===== src/rtl/fetch_pkg.sv =====
// Shared types and sizes for the IF-stage fetch path.
// Contents:
//   fetch_entry_t : {pc, instr} pair buffered toward IF/ID
//   FETCH_DEPTH   : return-queue depth (2)
//   INSTR_NOP     : canonical nop (addi x0,x0,0)
package fetch_pkg;

  localparam int unsigned FETCH_PC_W  = 9;
  localparam int unsigned FETCH_INS_W = 32;
  localparam int unsigned FETCH_DEPTH = 2;
  localparam int unsigned FETCH_CNT_W = 2;

  localparam logic [FETCH_INS_W-1:0] INSTR_NOP = 32'h0000_0013;

  typedef struct packed {
    logic [FETCH_PC_W-1:0]  pc;
    logic [FETCH_INS_W-1:0] instr;
  } fetch_entry_t;

endpackage


===== src/rtl/fetch_fifo.sv =====
// Two-entry FIFO of fetch_entry_t with synchronous clear.
// Ports:
//   clk, rst_n : clock, async active-low reset
//   push/wdata : enqueue (ignored when full unless a pop happens the same cycle)
//   pop        : dequeue head (ignored when empty)
//   clear      : drop all entries; overrides push and pop
//   rdata      : head entry (contents undefined-but-stable when empty)
//   count      : number of entries held, 0..2
module fetch_fifo
  import fetch_pkg::*;
(
  input  logic                   clk,
  input  logic                   rst_n,
  input  logic                   push,
  input  logic                   pop,
  input  logic                   clear,
  input  fetch_entry_t           wdata,
  output fetch_entry_t           rdata,
  output logic [FETCH_CNT_W-1:0] count
);

  localparam logic [FETCH_CNT_W-1:0] FULL_CNT = FETCH_CNT_W'(FETCH_DEPTH);

  fetch_entry_t            mem_q [FETCH_DEPTH];
  fetch_entry_t            mem_d [FETCH_DEPTH];
  // Single-bit pointers: depth is fixed at two entries.
  logic                    rd_ptr_q, rd_ptr_d;
  logic                    wr_ptr_q, wr_ptr_d;
  logic [FETCH_CNT_W-1:0]  count_q, count_d;
  logic                    do_push, do_pop;

  // Pointer/count update; pop is resolved first so push+pop at full is legal.
  always_comb begin
    mem_d    = mem_q;
    rd_ptr_d = rd_ptr_q;
    wr_ptr_d = wr_ptr_q;
    count_d  = count_q;
    do_pop   = pop && (count_q != '0);
    do_push  = push && ((count_q != FULL_CNT) || do_pop);
    if (clear) begin
      rd_ptr_d = 1'b0;
      wr_ptr_d = 1'b0;
      count_d  = '0;
    end else begin
      if (do_push) begin
        mem_d[wr_ptr_q] = wdata;
        wr_ptr_d        = ~wr_ptr_q;
      end
      if (do_pop) begin
        rd_ptr_d = ~rd_ptr_q;
      end
      count_d = count_q + FETCH_CNT_W'(do_push) - FETCH_CNT_W'(do_pop);
    end
  end

  always_ff @(posedge clk or negedge rst_n) begin
    if (!rst_n) begin
      mem_q    <= '{default: '0};
      rd_ptr_q <= 1'b0;
      wr_ptr_q <= 1'b0;
      count_q  <= '0;
    end else begin
      mem_q    <= mem_d;
      rd_ptr_q <= rd_ptr_d;
      wr_ptr_q <= wr_ptr_d;
      count_q  <= count_d;
    end
  end

  always_comb begin
    rdata = mem_q[rd_ptr_q];
    count = count_q;
  end

endmodule


===== src/rtl/fetch_redirect_unit.sv =====
// IF-stage PC generator with branch redirect.
// Holds the PC, issues sequential fetches to a 1-cycle synchronous imem and queues
// returned {pc,instr} pairs (2 entries) toward IF/ID. A redirect kills in-flight and
// buffered fetches (epoch tag), pulses Flush and restarts fetch at the target.
// Ports:
//   clk, reset          : clock, async active-low reset
//   PcSel, BrPC         : redirect request and target from branch resolution
//   imem_req, imem_addr : fetch request/address (combinational, credit-limited)
//   imem_rdata          : fetch data, valid the cycle after imem_req
//   if_valid, if_ready  : IF/ID handshake for the queue head
//   if_pc, if_instr     : head entry (zero while empty)
//   Flush               : kill IF/ID and ID/EX this cycle (combinational from PcSel)
module fetch_redirect_unit
  import fetch_pkg::*;
#(
  parameter int unsigned     PC_W     = FETCH_PC_W,
  parameter int unsigned     INS_W    = FETCH_INS_W,
  parameter logic [PC_W-1:0] RESET_PC = '0
) (
  input  logic             clk,
  input  logic             reset,
  input  logic             PcSel,
  input  logic [31:0]      BrPC,
  output logic             imem_req,
  output logic [PC_W-1:0]  imem_addr,
  input  logic [INS_W-1:0] imem_rdata,
  output logic             if_valid,
  input  logic             if_ready,
  output logic [PC_W-1:0]  if_pc,
  output logic [INS_W-1:0] if_instr,
  output logic             Flush
);

  localparam int unsigned OCC_W = FETCH_CNT_W + 1;

  logic [PC_W-1:0]        pc_q, pc_d;
  logic                   epoch_q, epoch_d;
  logic                   inflight_q, inflight_d;
  logic                   inflight_epoch_q, inflight_epoch_d;
  logic [PC_W-1:0]        inflight_pc_q, inflight_pc_d;

  logic                   fifo_push, fifo_pop;
  fetch_entry_t           fifo_wdata, fifo_rdata;
  logic [FETCH_CNT_W-1:0] fifo_count;
  logic [OCC_W-1:0]       occupancy;
  logic                   unused_brpc_bits;

  assign unused_brpc_bits = ^{BrPC[31:PC_W], BrPC[1:0]};

  fetch_fifo u_fifo (
    .clk   (clk),
    .rst_n (reset),
    .push  (fifo_push),
    .pop   (fifo_pop),
    .clear (PcSel),
    .wdata (fifo_wdata),
    .rdata (fifo_rdata),
    .count (fifo_count)
  );

  // Credit, response acceptance and PC/epoch next-state.
  always_comb begin
    pc_d             = pc_q;
    epoch_d          = epoch_q;
    inflight_d       = 1'b0;
    inflight_epoch_d = inflight_epoch_q;
    inflight_pc_d    = inflight_pc_q;

    if_valid = (fifo_count != '0);
    fifo_pop = if_valid && if_ready;

    // Slots already committed: buffered + returning next cycle - leaving now.
    occupancy = OCC_W'(fifo_count) + OCC_W'(inflight_q) - OCC_W'(fifo_pop);
    // reset gating keeps the request low while reset is held, independent of clk.
    imem_req  = reset && !PcSel && (occupancy < OCC_W'(FETCH_DEPTH));
    imem_addr = pc_q;
    Flush     = reset && PcSel;

    // A stale-epoch or same-cycle-redirect response is dropped.
    fifo_push        = inflight_q && (inflight_epoch_q == epoch_q) && !PcSel;
    fifo_wdata.pc    = FETCH_PC_W'(inflight_pc_q);
    fifo_wdata.instr = FETCH_INS_W'(imem_rdata);

    if (PcSel) begin
      pc_d    = {BrPC[PC_W-1:2], 2'b00};
      epoch_d = ~epoch_q;
    end else if (imem_req) begin
      pc_d             = pc_q + PC_W'(4);
      inflight_d       = 1'b1;
      inflight_epoch_d = epoch_q;
      inflight_pc_d    = pc_q;
    end

    if_pc    = if_valid ? PC_W'(fifo_rdata.pc) : '0;
    if_instr = if_valid ? INS_W'(fifo_rdata.instr) : '0;
  end

  always_ff @(posedge clk or negedge reset) begin
    if (!reset) begin
      pc_q             <= RESET_PC;
      epoch_q          <= 1'b0;
      inflight_q       <= 1'b0;
      inflight_epoch_q <= 1'b0;
      inflight_pc_q    <= '0;
    end else begin
      pc_q             <= pc_d;
      epoch_q          <= epoch_d;
      inflight_q       <= inflight_d;
      inflight_epoch_q <= inflight_epoch_d;
      inflight_pc_q    <= inflight_pc_d;
    end
  end

endmodule


===== config.mk =====
export PLATFORM = sky130hd
export DESIGN_NAME = fetch_redirect_unit
export DESIGN_NICKNAME = d
export VERILOG_FILES = /design/src/rtl/fetch_pkg.sv /design/src/rtl/fetch_fifo.sv /design/src/rtl/fetch_redirect_unit.sv
export SDC_FILE = /design/constraint.sdc
export NUM_CORES = 1
export LEC_CHECK = 0
export ABC_AREA = 1
export BUFFER_PORTS_ARGS = -buffer_cell sky130_fd_sc_hd__buf_2
export CAP_MARGIN = 15
export CORE_UTILIZATION = 28
export CTS_BUF_LIST = sky130_fd_sc_hd__clkbuf_8
export DETAILED_ROUTE_END_ITERATION = 8
export GPL_ROUTABILITY_DRIVEN = 0
export GPL_TIMING_DRIVEN = 0
export REMOVE_ABC_BUFFERS = 1
export SYNTH_ARGS = -nofsm -noshare
export SYNTH_HDL_FRONTEND = slang
export SYNTH_SLANG_ARGS = --single-unit

===== constraint.sdc =====
create_clock -name clk -period 2.5 [get_ports clk]
set_input_delay 0.375 -clock clk [delete_from_list [all_inputs] [get_ports clk]]
set_output_delay 0.375 -clock clk [all_outputs]
set_load 0.01 [all_outputs]

==> summary.md, run 1 <==
| Metric | Value |
|---|---|
| WP data arrival | `2.43 ns` |
| Post-Synth Adder-Cell Area | `0.0144` |
| Layout cells sized above 1 | `0.214` |
| Most common cell on crit path | `nor2_4` |
| MaxCap Viol Count | `0` |
| Final Skew | `0.0238 ns` |
| P_leak | `3.13 nW` |
| CTS sink cnt | `99` |
| Failing checks | `hold timing, setup timing` |
| FF/Latch Area | `2480 sq um` |
| CP Capture Type | `output pin` |
| Final worst path period share | `1.12` |
| GRT Resource Usage Total | `0.157` |
| Drt first pass iters | `4` |
| Main combinational cell family by area after synthesis | `simple AND/OR/NAND/NOR gates` |
| Critical Path Fanout Max | `4` |
| Seq cells post-synth | `99` |
| Core area | `16800 sq um` |
| DR vias/cell | `4.65` |
| Clock Pin Slew Worst Setup and Hold Paths | `0.11 ns` |
| Port Buffers | `91` |
| Clock Latency Late Sink | `0.38 ns` |
| Run status | `complete, but fails checks` |
| Maximum VDD drop | `0.408 mV` |
| Slew HR | `0.311` |
| Routed len/inst | `14.5 microns` |
| Hold WS | `-0.0531 ns` |
| Initial antenna violation count | `0` |
| Total power | `7.28 mW` |
| Area leader, netlist | `dfrtp_1` |
| Overflow after GRT | `0` |
| CP max-delay cell | `fa_1` |
| Ys async rst share | `1.00` |
| Vias | `4304` |
| Multi-input gate area | `2100 sq um` |
| Multiplexer area fraction after synthesis | `0` |
| Row count | `47` |
| Sequential share of the synthesized area | `0.508` |
| Final antenna-violating net count | `0` |
| Synthesized instance count | `621` |
| Util after Layout | `0.352` |
| Syn Area/Cell | `7.85 sq um` |
| Crit path cell chain | `nor2_4 > clkbuf_16 > nor2_4 > ha_4 > inv_2 > nand2_2 > fa_1 > nand3_2 > nor2_4 > buf_6` |
| Worst min path class | `in2async` |
| CTS root buffer | `clkbuf_8` |
| Via count of the first global-routing pass | `4059` |
| Yosys cell types | `25` |
| H-tree depth | `3` |
| Final worst slack | `-0.303 ns` |
| CTS tree | `done` |
| Initial drt markers | `284` |
| Critical Path Start Type | `flop` |
| Most frequent cell after synthesis | `nand2_1` |
| Final WL | `13.4 mm` |
| Worst path max stage delay | `0.55 ns` |
| Slew at the pin closest to its max-slew limit | `1.03 ns` |
| Pwr Density | `1230 nW/um^2` |
| Share of the synthesized area in the top cell type | `0.508` |
| Main synth FF type | `dfrtp_1` |
| Synthesized area | `4870 sq um` |
| Minimum clock period | `2.80 ns` |
| Fin. max-slew vios | `0` |
| Post-synthesis compound-gate area fraction | `0.0555` |
| Inserted Clock Buffers | `9` |
| Largest net degree at the start of global routing | `81` |
| Area contributors post-synth | `dfrtp_1 51%, nand2_1 22%, nand3_1 9.9%` |
| Final hold violation count | `33` |
| Die ar. | `17900 sq um` |
| Detailed placement HPWL | `7.74 mm` |
| Post-synthesis xor/xnor area fraction | `0.00719` |
| YS warnings | `0` |
| Clock Tree Buf Depth | `2` |
| Area Growth Syn to Fin | `21.2%` |
| Crit Path Category | `reg2out` |
| Io pins | `121` |
| Antenna cells | `0` |
| Die H | `134 microns` |
| First-pass GRT wire length | `21.9 mm` |
| CP required | `2.12 ns` |
| DRC viols | `0` |
| Fillers | `1820` |
| Post-synth EDFFs | `0` |
| Unrepaired setup endpoints after global routing | `yes` |
| Final setup viols | `1` |
| Top cells by count, synth | `281 x nand2_1, 99 x dfrtp_1, 96 x nand3_1` |
| Post-Synth Simple-Gate Area | `0.336` |
| Reg-to-reg slack, setup | `0.07 ns` |
| Initial core utilization | `0.291` |
| Final nets | `773` |
| Die Wd | `134 microns` |
| Fmax | `357 MHz` |
[worst max-delay path, delay by kind of cell (launching register included)]
| family | cells | cell delay [ns] |
|---|---|---|
| AND/OR/NAND/NOR | 5 | 0.52 |
| buffers and inverters | 3 | 0.32 |
| flip-flops | 1 | 0.43 |
| adder cells (fa/ha/maj) | 2 | 0.78 |
[sequential cells by signal, indices dropped and copies added (netlist names)]
signal	flops
epoch_q	1
inflight_pc_q	7
u_fifo.wr_ptr_q	1
u_fifo.mem_q	78
u_fifo.count	2
imem_addr	7
inflight_q	1
inflight_epoch_q	1
u_fifo.rd_ptr_q	1
[metrics by stage]
stage	hold slack, ns	setup TNS, ns	std cells	worst slack, ns	area [sq um]
after floorplan	0.0794	-35.96	577	-1.25	4580
after global placement	0.461	-310.64	888	-3.15	5310
after detailed placement	0.379	-23.96	895	-0.967	5460
after CTS	-0.0562	-0.478	920	-0.443	5840
after global routing	-0.0356	-0.579	925	-0.404	5910
final	-0.0531	-0.303	925	-0.303	5910
[worst paths after layout]
path / cells past startpoint / to / startpoint
min in group clk: 3 / imem_addr[7] / BrPC[7]
setup / recovery: 10 / imem_req / u_fifo.count[0]
hold / removal: 1 / imem_addr[3] / reset
max in group asynchronous: 2 / u_fifo.mem_q[51] / reset
setup reg to reg: 13 / imem_addr[4] / u_fifo.count[0]
hold reg to reg: 2 / u_fifo.mem_q[80] / u_fifo.mem_q[80]
[layout make-up]
class | instances | share of cell area
clock buffers | 10 | 0.0233
inverters | 20 | 0.0136
repair buffers | 110 | 0.121
well taps | 220 | 0.0466
clock inverters | 6 | 0.0191
flip-flops and latches | 99 | 0.421
multi-input cells | 460 | 0.356
[layer usage]
| metal | track usage | share of wire |
|---|---|---|
| met1 | 0.215 | 0.47 |
| met3 | 0.0268 | 0.043 |
| met5 | 0 | 0 |
| met2 | 0.250 | 0.47 |
| met4 | 0.0562 | 0.015 |
[power by group]
part	total, mW	internal, mW	switching [mW]
Combinational	3.09	1.26	1.83
Sequential	2.91	2.33	0.581
Clock	1.29	0.692	0.593
[repair_timing]
| item | CTS | global route |
|---|---|---|
| buffers inserted | 6 | 6 |
| cloned | 3 | 0 |
| hold endpoints to repair | 33 | 33 |
| gates resized for setup | 14 | 7 |
| pin swaps | 3 | 5 |
| setup endpoints to repair | 96 | 16 |
[logic make-up (layout without fill, tap and decap cells)]
| logic type | count (synthesis) | in the layout |
|---|---|---|
| AND/OR/NAND/NOR | 393 | 395 |
| adder cells (fa/ha/maj) | 5 | 5 |
| other | 1 | 4 |
| AO/OA/AOI/OAI | 52 | 52 |
| flip-flops | 99 | 99 |
| buffers and inverters | 67 | 146 |
| XOR/XNOR | 4 | 4 |
[cell usage in the layout (no fill, tap or decap), types with 2 or more instances in the layout]
cell	instances
nand3_2	2
a21oi_1	40
dfrtp_2	3
bufinv_16	3
inv_2	4
nand3_1	95
xor2_1	3
nand2_2	5
nand2_1	277
buf_8	4
clkbuf_8	10
clkinvlp_4	3
nor2_4	5
o21ai_0	8
nor2_1	6
buf_4	12
nand4_1	2
ha_1	3
conb_1	4
o21bai_1	2
dfrtp_1	95
inv_1	15
buf_2	89
(Power assumes the default switching activity.)
==> run 2: changes to the inputs <==
--- a/config.mk
+++ b/config.mk
@@ -14,6 +14,7 @@
 export GPL_ROUTABILITY_DRIVEN = 0
 export GPL_TIMING_DRIVEN = 0
 export REMOVE_ABC_BUFFERS = 1
+export SETUP_SLACK_MARGIN = 0.1
 export SYNTH_ARGS = -nofsm -noshare
 export SYNTH_HDL_FRONTEND = slang
 export SYNTH_SLANG_ARGS = --single-unit
==> run 2 against run 1 <==
Net effect:
- the flow still finishes with violations (hold timing, setup timing)
- critical path type unchanged
- non-clock buffer count up 10
- sequential power about the same
- sequential cell count unchanged
- critical endpoint unchanged
- global-route usage about the same
- core utilization up 1.3 points
- sequential share of layout area down 1.5 points
- via count up 2.5%
- first-iteration DRC count down 9.2%
==> summary.md, run 2 (same netlist as run 1, synthesis figures left out) <==
| Metric | Value |
|---|---|
| Die H | `134 microns` |
| Fmax | `362 MHz` |
| CP required | `2.12 ns` |
| Die Wd | `134 microns` |
| Crit Reg-Reg Startpoint | `u_fifo.count[0]` |
| Area Growth Syn to Fin | `25.8%` |
| Antenna cells | `0` |
| Io pins | `121` |
| Overflow after GRT | `0` |
| Commonest cells after routing, fill and taps aside | `269 x nand2_1, 95 x nand3_1, 95 x dfrtp_1` |
| Final WL | `14.3 mm` |
| CTS root buffer | `clkbuf_8` |
| Total power | `7.73 mW` |
| Critical Path Fanout Max | `4` |
| Pwr Density | `1260 nW/um^2` |
| Core area | `16800 sq um` |
| Most common cell on crit path | `nor2_4` |
| Via count of the first global-routing pass | `4097` |
| Maximum VDD drop | `0.453 mV` |
| Initial core utilization | `0.291` |
| Cell area after layout | `6130 sq um` |
| DRC viols | `0` |
| Worst min path class | `in2async` |
| Inserted Clock Buffers | `9` |
| CTS sink cnt | `99` |
| Reg-to-reg slack, setup | `-0.23 ns` |
| Final worst path period share | `1.10` |
| Vias | `4413` |
| Failing checks | `hold timing, setup timing` |
| First-pass GRT wire length | `21.9 mm` |
| Worst path max stage delay | `0.56 ns` |
| Final Skew | `0.0250 ns` |
| Unrepaired setup endpoints after global routing | `yes` |
| Critical Path Start Type | `flop` |
| Clock Tree Buf Depth | `2` |
| Reg2Reg Depth | `18` |
| Post-Place Cells | `895` |
| Commonest non-fill, non-tap cell in the layout | `nand2_1` |
| CP Capture Type | `output pin` |
| Final hold violation count | `33` |
| Run status | `complete, but fails checks` |
| CP delay by family, top | `adder cells` |
| Slew HR | `0.281` |
| P_leak | `3.21 nW` |
| Final worst slack | `-0.261 ns` |
| Hold WS | `-0.0544 ns` |
| Fillers | `1797` |
| Initial antenna violation count | `0` |
| Slew at the pin closest to its max-slew limit | `1.08 ns` |
| Clock Pin Slew Worst Setup and Hold Paths | `0.11 ns` |
| Die ar. | `17900 sq um` |
| MaxCap Viol Count | `0` |
| Port Buffers | `91` |
| Detailed placement HPWL | `7.74 mm` |
| WP data arrival | `2.39 ns` |
| DR vias/cell | `4.71` |
| DP Area | `5460 sq um` |
| Drt first pass iters | `7` |
| Routed len/inst | `15.3 microns` |
| Max reg flops | `78` |
| Reg with most FFs | `u_fifo.mem_q` |
| Initial drt markers | `258` |
| Final antenna-violating net count | `0` |
| H-tree depth | `3` |
| Fin. max-slew vios | `0` |
| Clock Latency Late Sink | `0.39 ns` |
| Row count | `47` |
| CP max-delay cell | `fa_2` |
| CTS tree | `done` |
| Largest net degree at the start of global routing | `81` |
| Final setup viols | `12` |
| GRT Resource Usage Total | `0.158` |
| Minimum clock period | `2.76 ns` |
| Crit path cell chain | `nor2_4 > clkbuf_16 > nor2_4 > ha_4 > inv_2 > nand2_2 > fa_2 > nand3_4 > nor2_4 > buf_6` |
| Layout Cells excl Fill | `936` |
| Final nets | `784` |
| Buffers & Inverters on Critical Path | `3` |
| Crit Path Category | `reg2out` |
| Layout cells sized above 1 | `0.243` |
| Critical R2R Capture | `inflight_pc_q[4]` |
==> run 2: worst max-delay path by stage <==
stage,start,end,depth (start not counted)
after floorplan,u_fifo.count[1],imem_req,8
after global placement,u_fifo.count[1],imem_req,9
after detailed placement,u_fifo.count[1],imem_req,10
final,u_fifo.count[0],imem_req,10
after global routing,u_fifo.count[0],imem_req,10
after CTS,u_fifo.count[1],imem_req,10
==> run 2: layer usage <==
metal  share of wire  vias up  global-route usage
met5               0        -                   0
met4           0.017        0              0.0600
met3           0.045       18              0.0268
met2            0.48      114               0.248
met1            0.46     2128               0.215
li1                -     2153                   -
==> run 2: power breakdown <==
group / switching [mW] / leakage [nW] / internal [mW]
sequential: 0.569 / 1.29 / 2.33
clock: 0.598 / 0.115 / 0.692
combinational: 2.04 / 1.81 / 1.50
total: 3.20 / 3.21 / 4.52
==> run 2: stage by stage <==
step / TNS, ns / worst slack [ns] / utilization
5_1_grt: -3.58 / -0.337 / 0.366
6_report: -2.52 / -0.261 / 0.366
2_1_floorplan: -35.96 / -1.25 / -
3_3_place_gp: -310.64 / -3.15 / 0.317
3_5_place_dp: -23.96 / -0.967 / 0.326
4_1_cts: -0.332 / -0.332 / 0.352
==> run 2: worst reg2reg max path, cell delays in order (launching register included) <==
cell and delay, ns:
dfrtp_2 0.43, nor2_4 0.14, clkbuf_16 0.14, nor2_4 0.04
ha_4 0.21, inv_2 0.05, nand2_2 0.05, fa_2 0.56
nand3_4 0.09, nor2_4 0.18, buf_4 0.14, buf_6 0.08
buf_6 0.08, buf_6 0.08, buf_6 0.10, buf_8 0.12
buf_6 0.11, nand2_2 0.04, nand2_1 0.05
==> run 2: layout make-up <==
type | instances | area [sq um] | share of cell area
multi-input combinational | 461 | 2170 | 0.355
timing repair buffer | 120 | 855 | 0.139
clock buffer | 10 | 138 | 0.0225
inverter | 20 | 90.1 | 0.0147
tap | 220 | 275 | 0.0449
clock inverter | 6 | 113 | 0.0184
sequential | 99 | 2480 | 0.405
==> run 2: what timing repair did <==
item,in CTS,in global routing
setup buffers,8,12
gates resized for setup,25,29
setup endpoints to repair,96,22
gates cloned,3,2
endpoints found under the hold margin,33,33
pin swaps,8,17
